### src/rtl/alu_exec_unit.sv
// Purpose  : execute stage of the MIPS-style datapath (ALU-control decode, ALU, PC+4, branch target).
// Latency  : exactly 1 cycle from an in_valid capture edge to the registered outputs.
// Backpress: none; a new operation is accepted every cycle in_valid is high, data holds otherwise.
//
// Ports:
//   clk, rst_n        clock, synchronous active-low reset
//   in_valid          capture enable for all inputs below
//   alu_op, funct     ALUop from control and instruction[5:0], decoded to alu_sel
//   op_a, op_b        ALU operands (op_b already muxed between register and immediate)
//   pc, imm16, branch current PC, instruction[15:0], branch control
//   out_valid         high for one cycle after each capture
//   alu_sel, result, zero, pc_plus4, branch_target, branch_taken, next_pc  registered results
//   overflow          signed overflow of add/sub, present only when ALU_OVF_DETECT_EN is defined
//
// Build option: ALU_OVF_DETECT_EN adds the overflow output and its detection logic.

module alu_exec_unit #(
   parameter int DATA_W = 32,
   parameter int PC_INC = 4
) (
   input  logic              clk,
   input  logic              rst_n,
   input  logic              in_valid,
   input  logic [1:0]        alu_op,
   input  logic [5:0]        funct,
   input  logic [DATA_W-1:0] op_a,
   input  logic [DATA_W-1:0] op_b,
   input  logic [DATA_W-1:0] pc,
   input  logic [15:0]       imm16,
   input  logic              branch,
   output logic              out_valid,
   output logic [3:0]        alu_sel,
   output logic [DATA_W-1:0] result,
   output logic              zero,
   output logic [DATA_W-1:0] pc_plus4,
   output logic [DATA_W-1:0] branch_target,
   output logic              branch_taken,
   output logic [DATA_W-1:0] next_pc
`ifdef ALU_OVF_DETECT_EN
   ,
   output logic              overflow
`endif
);

   // ALU operation encodings
   localparam logic [3:0] SEL_AND = 4'b0000;
   localparam logic [3:0] SEL_OR  = 4'b0001;
   localparam logic [3:0] SEL_ADD = 4'b0010;
   localparam logic [3:0] SEL_SUB = 4'b0110;
   localparam logic [3:0] SEL_SLT = 4'b0111;
   localparam logic [3:0] SEL_NOR = 4'b1100;
   localparam logic [3:0] SEL_INV = 4'b1111;

   // R-type funct encodings
   localparam logic [5:0] FN_ADD = 6'b100000;
   localparam logic [5:0] FN_SUB = 6'b100010;
   localparam logic [5:0] FN_AND = 6'b100100;
   localparam logic [5:0] FN_OR  = 6'b100101;
   localparam logic [5:0] FN_SLT = 6'b101010;
   localparam logic [5:0] FN_NOR = 6'b100111;

   localparam logic [DATA_W-1:0] PC_STEP = DATA_W'(PC_INC);

   logic [3:0]        alu_sel_d;
   logic [DATA_W-1:0] sum_d;
   logic [DATA_W-1:0] diff_d;
   logic              lt_d;
   logic [DATA_W-1:0] result_d;
   logic              zero_d;
   logic [DATA_W-1:0] pc_plus4_d;
   logic [DATA_W-1:0] imm_sext;
   logic [DATA_W-1:0] br_offset;
   logic [DATA_W-1:0] branch_target_d;
   logic              branch_taken_d;
   logic [DATA_W-1:0] next_pc_d;

   // ALU-control decode: alu_op selects a fixed op except 10, which defers to funct
   always_comb begin
      alu_sel_d = SEL_INV;
      case (alu_op)
         2'b00: alu_sel_d = SEL_ADD;
         2'b01: alu_sel_d = SEL_SUB;
         2'b11: alu_sel_d = SEL_SLT;
         default: begin
            case (funct)
               FN_ADD:  alu_sel_d = SEL_ADD;
               FN_SUB:  alu_sel_d = SEL_SUB;
               FN_AND:  alu_sel_d = SEL_AND;
               FN_OR:   alu_sel_d = SEL_OR;
               FN_SLT:  alu_sel_d = SEL_SLT;
               FN_NOR:  alu_sel_d = SEL_NOR;
               default: alu_sel_d = SEL_INV;
            endcase
         end
      endcase
   end

   // Add/sub wrap modulo 2^DATA_W; carry out is intentionally dropped
   assign sum_d  = op_a + op_b;
   assign diff_d = op_a - op_b;
   assign lt_d   = ($signed(op_a) < $signed(op_b));

   always_comb begin
      result_d = '0;
      case (alu_sel_d)
         SEL_AND: result_d = op_a & op_b;
         SEL_OR:  result_d = op_a | op_b;
         SEL_ADD: result_d = sum_d;
         SEL_SUB: result_d = diff_d;
         SEL_SLT: result_d = {{(DATA_W-1){1'b0}}, lt_d};
         SEL_NOR: result_d = ~(op_a | op_b);
         default: result_d = '0;   // unknown op reads as zero, so zero flag is set
      endcase
   end

   assign zero_d = (result_d == '0);

   // Sequential PC and branch target; both wrap silently at the top of the address space
   assign pc_plus4_d      = pc + PC_STEP;
   assign imm_sext        = {{(DATA_W-16){imm16[15]}}, imm16};
   assign br_offset       = {imm_sext[DATA_W-3:0], 2'b00};
   assign branch_target_d = pc_plus4_d + br_offset;
   assign branch_taken_d  = branch & zero_d;
   assign next_pc_d       = branch_taken_d ? branch_target_d : pc_plus4_d;

`ifdef ALU_OVF_DETECT_EN
   logic ovf_d;

   // Signed overflow: add when operands agree in sign and the result does not;
   // sub when operands differ in sign and the result sign departs from op_a.
   always_comb begin
      ovf_d = 1'b0;
      case (alu_sel_d)
         SEL_ADD: ovf_d = (op_a[DATA_W-1] == op_b[DATA_W-1]) &&
                          (sum_d[DATA_W-1] != op_a[DATA_W-1]);
         SEL_SUB: ovf_d = (op_a[DATA_W-1] != op_b[DATA_W-1]) &&
                          (diff_d[DATA_W-1] != op_a[DATA_W-1]);
         default: ovf_d = 1'b0;
      endcase
   end
`endif

   // Output register: reset wins over capture; data holds while in_valid is low
   always_ff @(posedge clk) begin
      if (!rst_n) begin
         out_valid     <= 1'b0;
         alu_sel       <= '0;
         result        <= '0;
         zero          <= 1'b0;
         pc_plus4      <= '0;
         branch_target <= '0;
         branch_taken  <= 1'b0;
         next_pc       <= '0;
`ifdef ALU_OVF_DETECT_EN
         overflow      <= 1'b0;
`endif
      end else begin
         out_valid <= in_valid;
         if (in_valid) begin
            alu_sel       <= alu_sel_d;
            result        <= result_d;
            zero          <= zero_d;
            pc_plus4      <= pc_plus4_d;
            branch_target <= branch_target_d;
            branch_taken  <= branch_taken_d;
            next_pc       <= next_pc_d;
`ifdef ALU_OVF_DETECT_EN
            overflow      <= ovf_d;
`endif
         end
      end
   end

endmodule

### config.mk
export PLATFORM = sky130hd
export DESIGN_NAME = alu_exec_unit
export DESIGN_NICKNAME = d
export VERILOG_FILES = /design/src/rtl/alu_exec_unit.sv
export SDC_FILE = /design/constraint.sdc
export NUM_CORES = 1
export LEC_CHECK = 0
export BUFFER_PORTS_ARGS = -buffer_cell sky130_fd_sc_hd__buf_4
export CAP_MARGIN = 10
export CORE_MARGIN = 1
export CORE_UTILIZATION = 33
export DETAILED_ROUTE_END_ITERATION = 6
export SLEW_MARGIN = 10
export SYNTH_ARGS = -nofsm -noshare
export SYNTH_HDL_FRONTEND = slang
export SYNTH_SLANG_ARGS = --single-unit
### constraint.sdc
create_clock -name clk -period 4.4 [get_ports clk]
set_clock_uncertainty 0.2 [all_clocks]
set_input_delay 0.44 -clock clk [delete_from_list [all_inputs] [get_ports clk]]
set_output_delay 0.44 -clock clk [all_outputs]
set_load 0.005 [all_outputs]
==> results.py <==
metrics = {
    "status": {
        "status": "complete, no violations",
    },
    "logic_synthesis": {
        "yosysSeqAreaShare": 0.210,
        "syn_area_mm2": 0.0125,
        "syn-num-nets": 1956,
        "synthArstFlopShare": 0,
        "synth-main-ff-cell": "dfxtp_1",
        "avgSynthCellArea_um2": 7.38,
        "ys_types": 84,
        "synthCells": 1693,
        "synth_edf_count": 0,
        "ys_warn_count": 0,
        "ys_ff_latch": 131,
    },
    "timing": {
        "slew_headroom": 0.378,
        "layout_setup_ws_ns": 0.120,
        "tightest_slew_ns": 0.921,
        "setup_viol": 0,
        "min_period_over_period": 0.973,
        "rsz0062_at_grt": "no",
        "max_freq_mhz": 234,
        "hold_violations": 0,
        "min_period_ns": 4.28,
        "slew_violations": 0,
    },
    "die": {
        "die_x_um": 197,
        "die_y_um": 197,
        "core_mm2": 0.0370,
        "initial_core_util": 0.338,
        "rows": 70,
        "io_pins": 259,
        "dieArea_mm2": 0.0387,
    },
    "cts": {
        "h-tree-depth": 4,
        "clockBufferDepth": 2,
        "postCtsHoldBufs": 0,
        "cts_tree": "yes",
        "clockRootBuffer": "clkbuf_16",
        "cts_buffers": 17,
        "clk_latency_ns": 0.43,
        "clock_sinks": 131,
        "clk_pin_slew_worst_paths_ns": 0.06,
    },
    "placement": {
        "hpwl_um": 42300,
        "place.port_buffers": 258,
        "globalplace.congestion": 0.965,
        "dp_slack_ns": -0.371,
    },
    "detailed_routing": {
        "drt_pre_antenna_iters": 5,
        "drtIter0Drc": 1156,
        "num_vias": 14800,
        "drcViolationCount": 0,
        "ant_nets": 0,
        "routed_via_density": 5.48,
        "detail_route.wl_per_cell_um": 19.2,
        "wl_um": 51900,
    },
    "run": {
        "drv_cap": 0,
    },
    "cells_and_area": {
        "drive_above_1_share": 0.296,
        "nNetsFinal": 2441,
        "syn2layout_area_growth_pct": 42.5,
    },
    "power": {
        "power_w": 0.00479,
        "power_leakage_nw": 8.31,
        "powerDensity_mw_per_mm2": 269,
        "vdd_drop_max_mv": 0.206,
    },
    "grt": {
        "track_usage": 0.262,
        "antenna_found_initial": 1,
        "grt_overflow_total": 0,
        "grt_pass1_vias": 14000,
        "grt_pass1_wl_um": 78900,
        "grt_max_degree": 89,
    },
    "worst_setup_path": {
        "cp-end-kind": "flip-flop",
        "reg2reg_slack_ns": 3.43,
        "cp.required_ns": 4.55,
        "cp_max_fo": 17,
        "worstPathArrival_ns": 4.42,
        "critPathLaunchType": "primary input",
        "critPathKind": "in2reg",
    },
    "min_path": {
        "hold_path.class": "in2reg",
    },
}
==> sequential cells by signal, indices dropped and copies added (netlist names) <==
register / cells
alu_sel: 4
branch_taken: 1
branch_target: 30
next_pc: 30
out_valid: 1
pc_plus4: 32
result: 32
zero: 1
==> power breakdown <==
group          total (W)  internal (W)  switching [W]
combinational    0.00198      0.000931        0.00105
clock            0.00146      0.000893       0.000564
sequential       0.00135       0.00129      0.0000666
==> path summary, 6_finish.rpt <==
kind,startpoint,end,cells after the start
setup / recovery,op_a[1],next_pc[8],19
hold / removal,pc[0],pc_plus4[0],3
setup reg to reg,next_pc[2],next_pc[2],1
hold reg to reg,pc_plus4[19],pc_plus4[19],2
==> layout make-up <==
type	instances	area, µm²
clock buffers	17	425
multi-input cells	1344	9140
well taps	504	631
fillers	3708	19100
clock inverters	15	183
flip-flops and latches	131	2620
inverters	115	433
repair buffers	569	4380
diodes	1	2.50
==> cell usage in the layout (no fill, tap or decap), types with 9 or more instances in the layout <==
cell       instances
clkbuf_16         17
nor3_1            53
dfxtp_1          131
nor2_1           198
nand3_1           62
a21o_1            20
and2_1             9
mux2i_1           44
nor2b_1           17
o31ai_1           12
nand2_1          117
o211ai_1          21
and3_1            13
inv_1            113
a31oi_1           44
o21a_1            15
xnor2_1           52
ha_1             136
a21oi_1          107
o21ai_0          107
o21ai_1           25
a211oi_1          41
nand2b_1          16
buf_4            559
o21bai_1           9
xor2_1            23
nand4_1           17
a221o_1           10
or3_1             10
a221oi_1          13
==> worst max-delay path, stage by stage <==
cell and delay, ns:
buf_4 0.08, inv_1 0.06, buf_4 0.14, ha_1 0.32
a211o_1 0.28, nand2_1 0.16, o21ai_1 0.20, a311o_1 0.44
a21oi_4 0.26, mux2i_1 0.12, or3_4 0.42, a2111oi_4 0.29
nand3_2 0.14, buf_4 0.16, nor4_4 0.26, buf_6 0.17
buf_12 0.15, nand3_1 0.09, a31oi_1 0.21
==> what timing repair did <==
item | in CTS | in global routing
resized for setup | 0 | 23
buffers inserted | 0 | 2
setup endpoints to repair | 0 | 34
==> metal layers <==
layer | part of all wire | track usage
met5 | 0 | 0
met4 | 0.025 | 0.0764
met3 | 0.075 | 0.0337
met2 | 0.46 | 0.433
met1 | 0.44 | 0.354
==> metrics by stage <==
stage	hold slack [ns]	utilization	instance area, µm²	instances	TNS, ns
floorplan	0.258	-	12500	1693	0
global placement	0.252	0.462	17100	2661	-7.75
detailed placement	0.259	0.462	17100	2661	-9.87
CTS	0.0320	0.478	17700	2693	0
global route	0.0389	0.482	17800	2696	0
finish	0.0468	0.482	17800	2696	0
==> synthesized netlist by cell type (4+ instances only) <==
cell type	instances	area (µm²)
buf_2	23	115
o21a_1	15	113
nor2_1	199	747
a311oi_1	5	43.8
nor4_1	10	62.6
a21o_1	20	150
o21ai_1	23	115
o311ai_0	5	43.8
and2_1	9	56.3
nand3_1	63	315
a22oi_1	7	52.6
o21bai_1	9	67.6
o211ai_1	21	158
xnor2_1	53	464
o21ai_0	110	551
or3_1	12	75.1
nor2b_1	17	106
clkbuf_1	63	236
or4_1	4	30.0
or2_2	7	43.8
nor3_1	53	265
o221ai_1	5	43.8
o31a_1	7	61.3
ha_1	136	1700
and3_1	13	81.3
inv_1	113	424
buf_1	9	33.8
a221oi_1	15	131
nand2_1	117	439
a211oi_1	43	323
dfxtp_1	131	2620
xor2_1	24	210
a32o_1	4	40.0
nand2b_1	16	100
nor4_2	4	50.1
buf_4	5	37.5
a41o_1	4	40.0
o22ai_1	7	43.8
a21oi_1	109	546
a211o_1	6	52.6
nand4_1	17	106
a31oi_1	45	282
mux2i_1	44	440
o31ai_1	13	97.6
a221o_1	10	100
==> cells by family (layout without fill, tap and decap cells) <==
kind of cell               Yosys count  count (layout)  share of synthesized area
adders and majority gates          139             139                      0.141
muxes                               46              46                     0.0370
other                                0               1                          0
buffers and inverters              218             716                     0.0711
and+or+nand+nor                    554             554                      0.208
AOI/OAI and AO/OA                  528             528                      0.279
xor gates and xnor gates            77              77                     0.0540
DFF                                131             131                      0.210
Note: power is estimated with default switching activity, not from simulation.
